[src/rtl/fetch_stage_if.sv]
// Instruction-memory request/acknowledge bus between the fetch stage and imem.
// The fetch stage is the master: it drives req/addr and receives ack/rdata.
interface fetch_stage_if #(
    parameter int ADDR_W = 16
);
    logic              imem_req;
    logic [ADDR_W-1:0] imem_addr;
    logic              imem_ack;
    logic [15:0]       imem_rdata;

    modport master (output imem_req, output imem_addr, input imem_ack, input imem_rdata);
    modport slave  (input imem_req, input imem_addr, output imem_ack, output imem_rdata);
endinterface

[src/rtl/fetch_stage.sv]
// Fetch stage with IF/ID register: one outstanding halfword fetch, decode stalls,
// branch redirect with bubble insertion.
//
// state    | meaning
// ---------+-------------------------------------------------------------
// IDLE     | first cycle after reset, no request issued
// FETCH    | request at pc outstanding (or issued this cycle)
// HOLD     | fetched word parked in hold buffer while decode is stalled
// DISCARD  | waiting out a request made stale by a redirect; data dropped
module fetch_stage #(
    parameter int               ADDR_W    = 16,
    parameter logic [ADDR_W-1:0] RESET_PC  = '0,
    parameter logic [15:0]       NOP_INSTR = 16'hBF00
) (
    input  logic              clk,
    input  logic              reset,
    input  logic              stall,
    input  logic              redirect,
    input  logic [ADDR_W-1:0] redirect_pc,
    fetch_stage_if.master     imem,
    output logic [15:0]       if_id_instr,
    output logic [ADDR_W-1:0] if_id_pc,
    output logic              if_id_valid
);

    typedef enum logic [1:0] {
        ST_IDLE    = 2'd0,
        ST_FETCH   = 2'd1,
        ST_HOLD    = 2'd2,
        ST_DISCARD = 2'd3
    } state_e;

    localparam logic [ADDR_W-1:0] HALF_MASK = ~ADDR_W'(1);

    state_e            state_q, state_d;
    logic [ADDR_W-1:0] pc_q, pc_d;
    logic [ADDR_W-1:0] disc_addr_q, disc_addr_d;
    logic [15:0]       hold_instr_q, hold_instr_d;
    logic [ADDR_W-1:0] hold_pc_q, hold_pc_d;
    logic [15:0]       if_id_instr_q, if_id_instr_d;
    logic [ADDR_W-1:0] if_id_pc_q, if_id_pc_d;
    logic              if_id_valid_q, if_id_valid_d;

    logic [ADDR_W-1:0] redir_pc;
    logic [ADDR_W-1:0] pc_inc;

    assign redir_pc = redirect_pc & HALF_MASK;
    assign pc_inc   = pc_q + ADDR_W'(2);

    always_ff @(posedge clk or negedge reset) begin
        if (!reset) begin
            state_q       <= ST_IDLE;
            pc_q          <= RESET_PC & HALF_MASK;
            disc_addr_q   <= '0;
            hold_instr_q  <= '0;
            hold_pc_q     <= '0;
            if_id_instr_q <= NOP_INSTR;
            if_id_pc_q    <= '0;
            if_id_valid_q <= 1'b0;
        end else begin
            state_q       <= state_d;
            pc_q          <= pc_d;
            disc_addr_q   <= disc_addr_d;
            hold_instr_q  <= hold_instr_d;
            hold_pc_q     <= hold_pc_d;
            if_id_instr_q <= if_id_instr_d;
            if_id_pc_q    <= if_id_pc_d;
            if_id_valid_q <= if_id_valid_d;
        end
    end

    always_comb begin
        state_d       = state_q;
        pc_d          = pc_q;
        disc_addr_d   = disc_addr_q;
        hold_instr_d  = hold_instr_q;
        hold_pc_d     = hold_pc_q;
        if_id_instr_d = if_id_instr_q;
        if_id_pc_d    = if_id_pc_q;
        if_id_valid_d = if_id_valid_q;

        case (state_q)
            ST_IDLE: begin
                state_d = ST_FETCH;
            end
            ST_FETCH: begin
                if (imem.imem_ack) begin
                    if (redirect) begin
                        pc_d          = redir_pc;
                        if_id_instr_d = NOP_INSTR;
                        if_id_valid_d = 1'b0;
                    end else if (stall) begin
                        hold_instr_d = imem.imem_rdata;
                        hold_pc_d    = pc_q;
                        pc_d         = pc_inc;
                        state_d      = ST_HOLD;
                    end else begin
                        if_id_instr_d = imem.imem_rdata;
                        if_id_pc_d    = pc_q;
                        if_id_valid_d = 1'b1;
                        pc_d          = pc_inc;
                    end
                end else if (redirect) begin
                    // Request is still in flight; keep presenting its address until acked.
                    disc_addr_d   = pc_q;
                    pc_d          = redir_pc;
                    if_id_instr_d = NOP_INSTR;
                    if_id_valid_d = 1'b0;
                    state_d       = ST_DISCARD;
                end else if (!stall) begin
                    if_id_instr_d = NOP_INSTR;
                    if_id_valid_d = 1'b0;
                end
            end
            ST_DISCARD: begin
                if (redirect) pc_d = redir_pc;
                if (redirect || !stall) begin
                    if_id_instr_d = NOP_INSTR;
                    if_id_valid_d = 1'b0;
                end
                if (imem.imem_ack) state_d = ST_FETCH;
            end
            ST_HOLD: begin
                if (redirect) begin
                    pc_d          = redir_pc;
                    if_id_instr_d = NOP_INSTR;
                    if_id_valid_d = 1'b0;
                    state_d       = ST_FETCH;
                end else if (!stall) begin
                    if_id_instr_d = hold_instr_q;
                    if_id_pc_d    = hold_pc_q;
                    if_id_valid_d = 1'b1;
                    state_d       = ST_FETCH;
                end
            end
            default: state_d = ST_IDLE;
        endcase
    end

    always_comb begin
        imem.imem_req  = 1'b0;
        imem.imem_addr = pc_q;
        case (state_q)
            ST_FETCH:   imem.imem_req = 1'b1;
            ST_DISCARD: begin
                imem.imem_req  = 1'b1;
                imem.imem_addr = disc_addr_q;
            end
            default:    imem.imem_req = 1'b0;
        endcase
    end

    assign if_id_instr = if_id_instr_q;
    assign if_id_pc    = if_id_pc_q;
    assign if_id_valid = if_id_valid_q;

endmodule

[src/flat_wrapper.sv]
// flat-port wrapper written by rule: the top's interface ports become plain ports
module fetch_stage_flat 
#(
    parameter int               ADDR_W    = 16,
    parameter logic [ADDR_W-1:0] RESET_PC  = '0,
    parameter logic [15:0]       NOP_INSTR = 16'hBF00
)
  (clk, reset, stall, redirect, redirect_pc, if_id_instr, if_id_pc, if_id_valid, imem_imem_req, imem_imem_addr, imem_imem_ack, imem_imem_rdata);
  fetch_stage_if #(.ADDR_W(ADDR_W)) imem_i ();
  input  logic clk;
  input  logic reset;
  input  logic stall;
  input  logic redirect;
  input  logic [ADDR_W-1:0] redirect_pc;
  output logic [15:0] if_id_instr;
  output logic [ADDR_W-1:0] if_id_pc;
  output logic if_id_valid;
  output wire logic [$bits(imem_i.imem_req)-1:0] imem_imem_req;
  output wire logic [$bits(imem_i.imem_addr)-1:0] imem_imem_addr;
  input wire logic [$bits(imem_i.imem_ack)-1:0] imem_imem_ack;
  input wire logic [$bits(imem_i.imem_rdata)-1:0] imem_imem_rdata;
  assign imem_imem_req = imem_i.imem_req;
  assign imem_imem_addr = imem_i.imem_addr;
  assign imem_i.imem_ack = imem_imem_ack;
  assign imem_i.imem_rdata = imem_imem_rdata;
  fetch_stage #(.ADDR_W(ADDR_W), .RESET_PC(RESET_PC), .NOP_INSTR(NOP_INSTR)) u_core (.clk(clk), .reset(reset), .stall(stall), .redirect(redirect), .redirect_pc(redirect_pc), .imem(imem_i), .if_id_instr(if_id_instr), .if_id_pc(if_id_pc), .if_id_valid(if_id_valid));
endmodule
[config.mk]
export PLATFORM = sky130hd
export DESIGN_NAME = fetch_stage_flat
export DESIGN_NICKNAME = d
export VERILOG_FILES = /design/src/rtl/fetch_stage_if.sv /design/src/rtl/fetch_stage.sv /design/src/flat_wrapper.sv
export SDC_FILE = /design/constraint.sdc
export NUM_CORES = 1
export LEC_CHECK = 0
export BUFFER_PORTS_ARGS = -buffer_cell sky130_fd_sc_hd__buf_2
export CORE_ASPECT_RATIO = 0.5
export CORE_MARGIN = 3
export CORE_UTILIZATION = 40
export DETAILED_ROUTE_END_ITERATION = 8
export PLACE_DENSITY = 0.74
export REMOVE_ABC_BUFFERS = 1
export SYNTH_ARGS = -nofsm -noshare
export SYNTH_HDL_FRONTEND = slang
export SYNTH_SLANG_ARGS = --single-unit
[constraint.sdc]
create_clock -name clk -period 2 [get_ports clk]
set_input_delay 0.2 -clock clk [delete_from_list [all_inputs] [get_ports clk]]
set_output_delay 0.2 -clock clk [all_outputs]
set_load 0.01 [all_outputs]
# After elaboration in Yosys (flattened, before gate mapping)
# Index checks and enable logic that the tools add are counted.
# classes
n_mux	36
bitwise	2
n_eq_ne	16
reduce_logical	14
add_sub_neg	1
# ops
op	n
16-bit 2-to-1 mux	17
16-bit case mux with 2 select lines	2
16-bit case mux with 3 select lines	1
16-bit by 2-bit adder with 16-bit output, second input constant	1
3-bit != test, second input constant	5
2-bit 2-to-1 mux	7
2-bit != test, second input constant	6
2-bit case mux with 4 select lines	1
4-bit AND reduction	2
1-bit 2-to-1 mux	7
3-bit AND reduction	2
6-bit AND reduction	1
5-bit AND reduction	1
2-bit equality test, second input constant	2
4-bit != test, second input constant	1
2-bit nonzero test	2
2-bit OR reduction	2
1-bit case mux with 3 select lines	1
3-bit nonzero test	1
2-bit by 1-bit equality test with 1-bit output, second input constant	1
2-bit logical NOT	1
2-bit by 1-bit != test with 1-bit output, second input constant	1
1-bit NOT	2
1-bit logical NOT	1
1-bit logical OR	1
# totals
ff_bits	99
word_cells	77
out_inout_bits	50

# Logic depth before layout (Yosys ltp)
# logic_depth
depth_word	4
ltp_mapped	6
depth_no_buf	5

# Worst setup path after synthesis
# Ideal clock, no wire load.
# synth_timing
path_kind	reg2reg
start	reg u_core.state_q[1]
end	reg u_core.disc_addr_q[10]
path_buffers	2
required_ns	1.875
arrival_time_ns	1.837
path_stages_with_launch	7
slack_ns	0.038
cell_sequence	dfrtp_1 -> buf_1 -> inv_1 -> nand2_1 -> nor3_2 -> clkbuf_1 -> mux2_2
# synth_via
elab_chain_len	2
# synth_lines
element	line_no	source
start: declaration	fetch_stage.sv:35	state_e state_q, state_d;
start signal: assignment	fetch_stage.sv:61	state_q <= state_d;
2-bit by 1-bit equality test with 1-bit output	fetch_stage.sv:82	case (state_q)
3-bit AND reduction (no line)	--	
end signal: assignment	fetch_stage.sv:63	disc_addr_q <= disc_addr_d;
end: declaration	fetch_stage.sv:37	logic [ADDR_W-1:0] disc_addr_q, disc_addr_d;
# No other way between the ends.
# A chain may end at the register's enable or synchronous reset.

# Final worst setup path
# layout_timing
start	reg u_core.state_q[1]
end	reg u_core.pc_q[11]
# layout_via
elab_chain_len	3
elab_cells_between_ends	6
classes_between	eq/ne: 3; mux: 1; reduce/logical: 2
# layout_lines
element	line_no	source
2-bit equality test	fetch_stage.sv:82	
2-bit OR reduction (no line)	--	
16-bit case mux with 2 select lines / 2-bit nonzero test (equally long branches)	--	
end signal: assignment	fetch_stage.sv:53	pc_q <= RESET_PC & HALF_MASK;
end signal: assignment	fetch_stage.sv:62	pc_q <= pc_d;
end: declaration	fetch_stage.sv:36	logic [ADDR_W-1:0] pc_q, pc_d;
# Parallel ways exist; a longest one is shown, timed or not.

==> run_results.csv <==
group,metric,value,unit
floorplanning,start_util,0.415,
global_route,grt_overflow_total,0,
min_path,min_path_type,"input pin to flop",
routing,dr.pass1.iters,4,
worst_setup_path,crit_start,"u_core.state_q[1]$_DFFE_PN0P_",
sta,setup_ws,45.9,ps
worst_setup_path,cp.depth,5,
worst_setup_path,cp.required,2220,ps
clock_tree,cts_buffers,9,
sta,skew,7.11,ps
worst_setup_path,timing.rr.start,"u_core.state_q[1]$_DFFE_PN0P_",
sta,slew_headroom,0.396,
worst_setup_path,cp.arrival,2180,ps
final_layout,final_common_cell,"dfrtp_1",
worst_setup_path,crit_fanout,4,
sta,fmax,512,MHz
worst_setup_path,worst_path_largest_cell_delay,530,ps
pwr,power_density,1020,nW/µm²
synth,synth_top_family_by_area,"multiplexers",
final_layout,fin_area,5770,µm²
run,drv_cap,0,
synth,syn_avg_cell_area,11.1,µm²
clock_tree,cts_tree,"built",
final_layout,drive_above_1_share,0.416,
clock_tree,cts.sinks,99,
placed_design,routabilityCongestion,0.858,
placed_design,dpl_cell_area,5390,µm²
final_layout,layout.nets,552,
floorplanning,rows,27,
pwr,vdd_drop_max,429,µV
sta,hold_viol_final,0,
routing,drt-total-wl,11100,µm
final_layout,final_cell_mix,"91 x dfrtp_1, 84 x buf_2, 64 x mux2_2, 39 x nand2_1, 31 x o21ai_0",
global_route,grt_pass1_vias,3474,
sta,min_period,1950,ps
sta,min_period_over_period,0.977,
outcome,status,"completed",
routing,vias,3570,
synth,syn-instance-count,418,
worst_setup_path,end_kind,"flop",
worst_setup_path,critical_path.top_delay_family,"simple AND/OR/NAND/NOR gates",
clock_tree,clockRootBuffer,"clkbuf_16",
global_route,grt_max_degree,36,
sta,tightest_slew,906,ps
sta,setup_viol,0,
synth,synth_compound_gate_area_share,0.111,
floorplanning,die_w,158,µm
synth,syn_area,4630,µm²
global_route,groute.usage.overall,0.173,
floorplanning,die_y,82.0,µm
placed_design,port_buffers,85,
final_layout,fillCellCount,979,
floorplanning,num_io_pins,87,
worst_setup_path,reg2reg_slack,50,ps
synth,synth_edf_count,0,
synth,synth-seq-cells,99,
synth,async_reset_ff_frac,1.00,
synth,synth_ff_type,"dfrtp_1",
floorplanning,dieArea,13000,µm²
placed_design,dp_slack,-6.50,ps
worst_setup_path,startpoint_type,"flop",
synth,synthAdderAreaFrac,0.00270,
clock_tree,htreeDepth,3,
routing,postRouteAntennaNets,0,
final_layout,antenna_cells,0,
floorplanning,core,11100,µm²
worst_setup_path,cp_slowest_cell,"or4_4",
synth,synth-simple-area-share,0.115,
worst_setup_path,reg2reg_depth,5,
synth,synth_cell_types,45,
clock_tree,cts.path.max_buffers,2,
sta,setup-tns-final,0,ps
synth,synth.area.mux_share,0.201,
synth,synth-seq-area-share,0.537,
synth,synthXorXnorAreaFrac,0.00189,
global_route,grt_pass1_wl,17500,µm
worst_setup_path,r2r-end,"u_core.pc_q[11]$_DFFE_PN0P_",
min_path,whs_path_depth,3,
sta,whs,86.4,ps
routing,post-route-drc-count,0,
worst_setup_path,worstSetupPathType,"flop to flop",
routing,vias_per_cell,5.38,
routing,wire_per_inst,16.8,µm
global_route,antenna_found_initial,0,
routing,drt_iter0_markers,162,
placed_design,dp_hpwl,7660,µm
pwr,p_leak,0.00261,µW
worst_setup_path,crit_end,"u_core.pc_q[11]$_DFFE_PN0P_",
clock_tree,clock_latency,340,ps
worst_setup_path,worstPathCellList,"or3b_4 -> buf_4 -> or4_4 -> a21o_1 -> a22o_1",
worst_setup_path,crit_buf_inv,1,
final_layout,areaGrowthSynthToFinish,24.6,%
synth,yosys_warnings,0,
sta,slew_viol_final,0,
clock_tree,clkTransAtPathRegs,70,ps
-- routing by layer --
metal | vias up | GRT usage | share of wire
li1 | 1710 | - | -
met1 | 1782 | 0.223 | 0.46
met2 | 67 | 0.294 | 0.49
met3 | 11 | 0.0416 | 0.038
met4 | 0 | 0.0515 | 0.011
met5 | - | 0 | 0
-- worst min-delay path: cells and delay by family --
| kind | cells | cell delay, ps |
|---|---|---|
| buffers and inverters | 1 | 80 |
| and+or+nand+nor | 1 | 50 |
| AOI/OAI and AO/OA | 1 | 50 |
-- through the flow --
step | utilization | std cells | power (µW)
final | 0.517 | 664 | 5910
after detailed placement | 0.484 | 646 | 4090
after floorplan | - | 386 | 3510
after global placement | 0.484 | 646 | 4020
after global routing | 0.517 | 664 | 6230
after CTS | 0.514 | 663 | 5950
-- layout make-up --
cell class,count,area [µm²],share of cell area
inverters,6,22.5,0.00391
well taps,145,181,0.0315
clock inverters,3,43.8,0.00760
clock buffers,13,280,0.0486
flip-flops and latches,99,2490,0.431
repair buffers,117,721,0.125
multi-input cells,281,2030,0.352
-- sequential cells by signal, indices dropped and copies added (netlist names) --
| signal | flops |
|---|---|
| u_core.hold_pc_q | 16 |
| u_core.disc_addr_q | 16 |
| u_core.if_id_valid | 1 |
| u_core.state_q | 2 |
| u_core.if_id_pc | 16 |
| u_core.hold_instr_q | 16 |
| u_core.if_id_instr | 16 |
| u_core.pc_q | 16 |
-- cell families (layout without fill, tap and decap cells) --
group | after synthesis | after routing
xor+xnor | 1 | 1
compound gates | 82 | 82
mux | 85 | 85
simple gates | 112 | 112
fa+ha+maj | 1 | 1
flops | 99 | 99
buf+inv | 38 | 139
-- synthesized netlist by cell type, types with 2 or more instances --
master    instances  area, µm²
o22ai_1          14       87.6
and3_1            2       12.5
nor2_1           26       97.6
a221oi_1          9       78.8
dfrtp_1          92       2300
nor4_1            3       18.8
a21oi_1          11       55.1
mux2i_1          21        210
nor3_1            8       40.0
nand4_1           5       31.3
nor2b_1           6       37.5
nand2_1          40        150
dfstp_2           7        184
a211oi_1          2       15.0
inv_1             6       22.5
clkbuf_1         28        105
nand3_1          11       55.1
o21ai_0          32        160
mux2_2           64        721
buf_1             3       11.3
or4_1             3       22.5
a22oi_1           2       15.0
-- worst min path at each step --
stage | from | to
after global routing | redirect_pc[15] | u_core.pc_q[15]$_DFFE_PN0P_
after detailed placement | reset | u_core.hold_instr_q[14]$_DFFE_PN0P_
after global placement | reset | u_core.hold_instr_q[3]$_DFFE_PN0P_
after floorplan | reset | u_core.disc_addr_q[0]$_DFFE_PN0P_
final | redirect_pc[15] | u_core.pc_q[15]$_DFFE_PN0P_
after CTS | redirect_pc[15] | u_core.pc_q[15]$_DFFE_PN0P_
-- power breakdown --
part | leakage (µW) | switching (µW) | internal, µW
clock network | 0.000162 | 736 | 1110
registers | 0.00119 | 247 | 2470
logic | 0.00126 | 662 | 681
-- repair_timing --
item / in CTS / in global routing
endpoints found under the setup margin: 17 / 21
pin swaps: 0 / 2
buffers inserted: 0 / 1
endpoints found under the hold margin: 26 / 0
hold buffers: 1 / 0
gates resized for setup: 2 / 7
No activity file was read; power rests on OpenSTA's default activity.
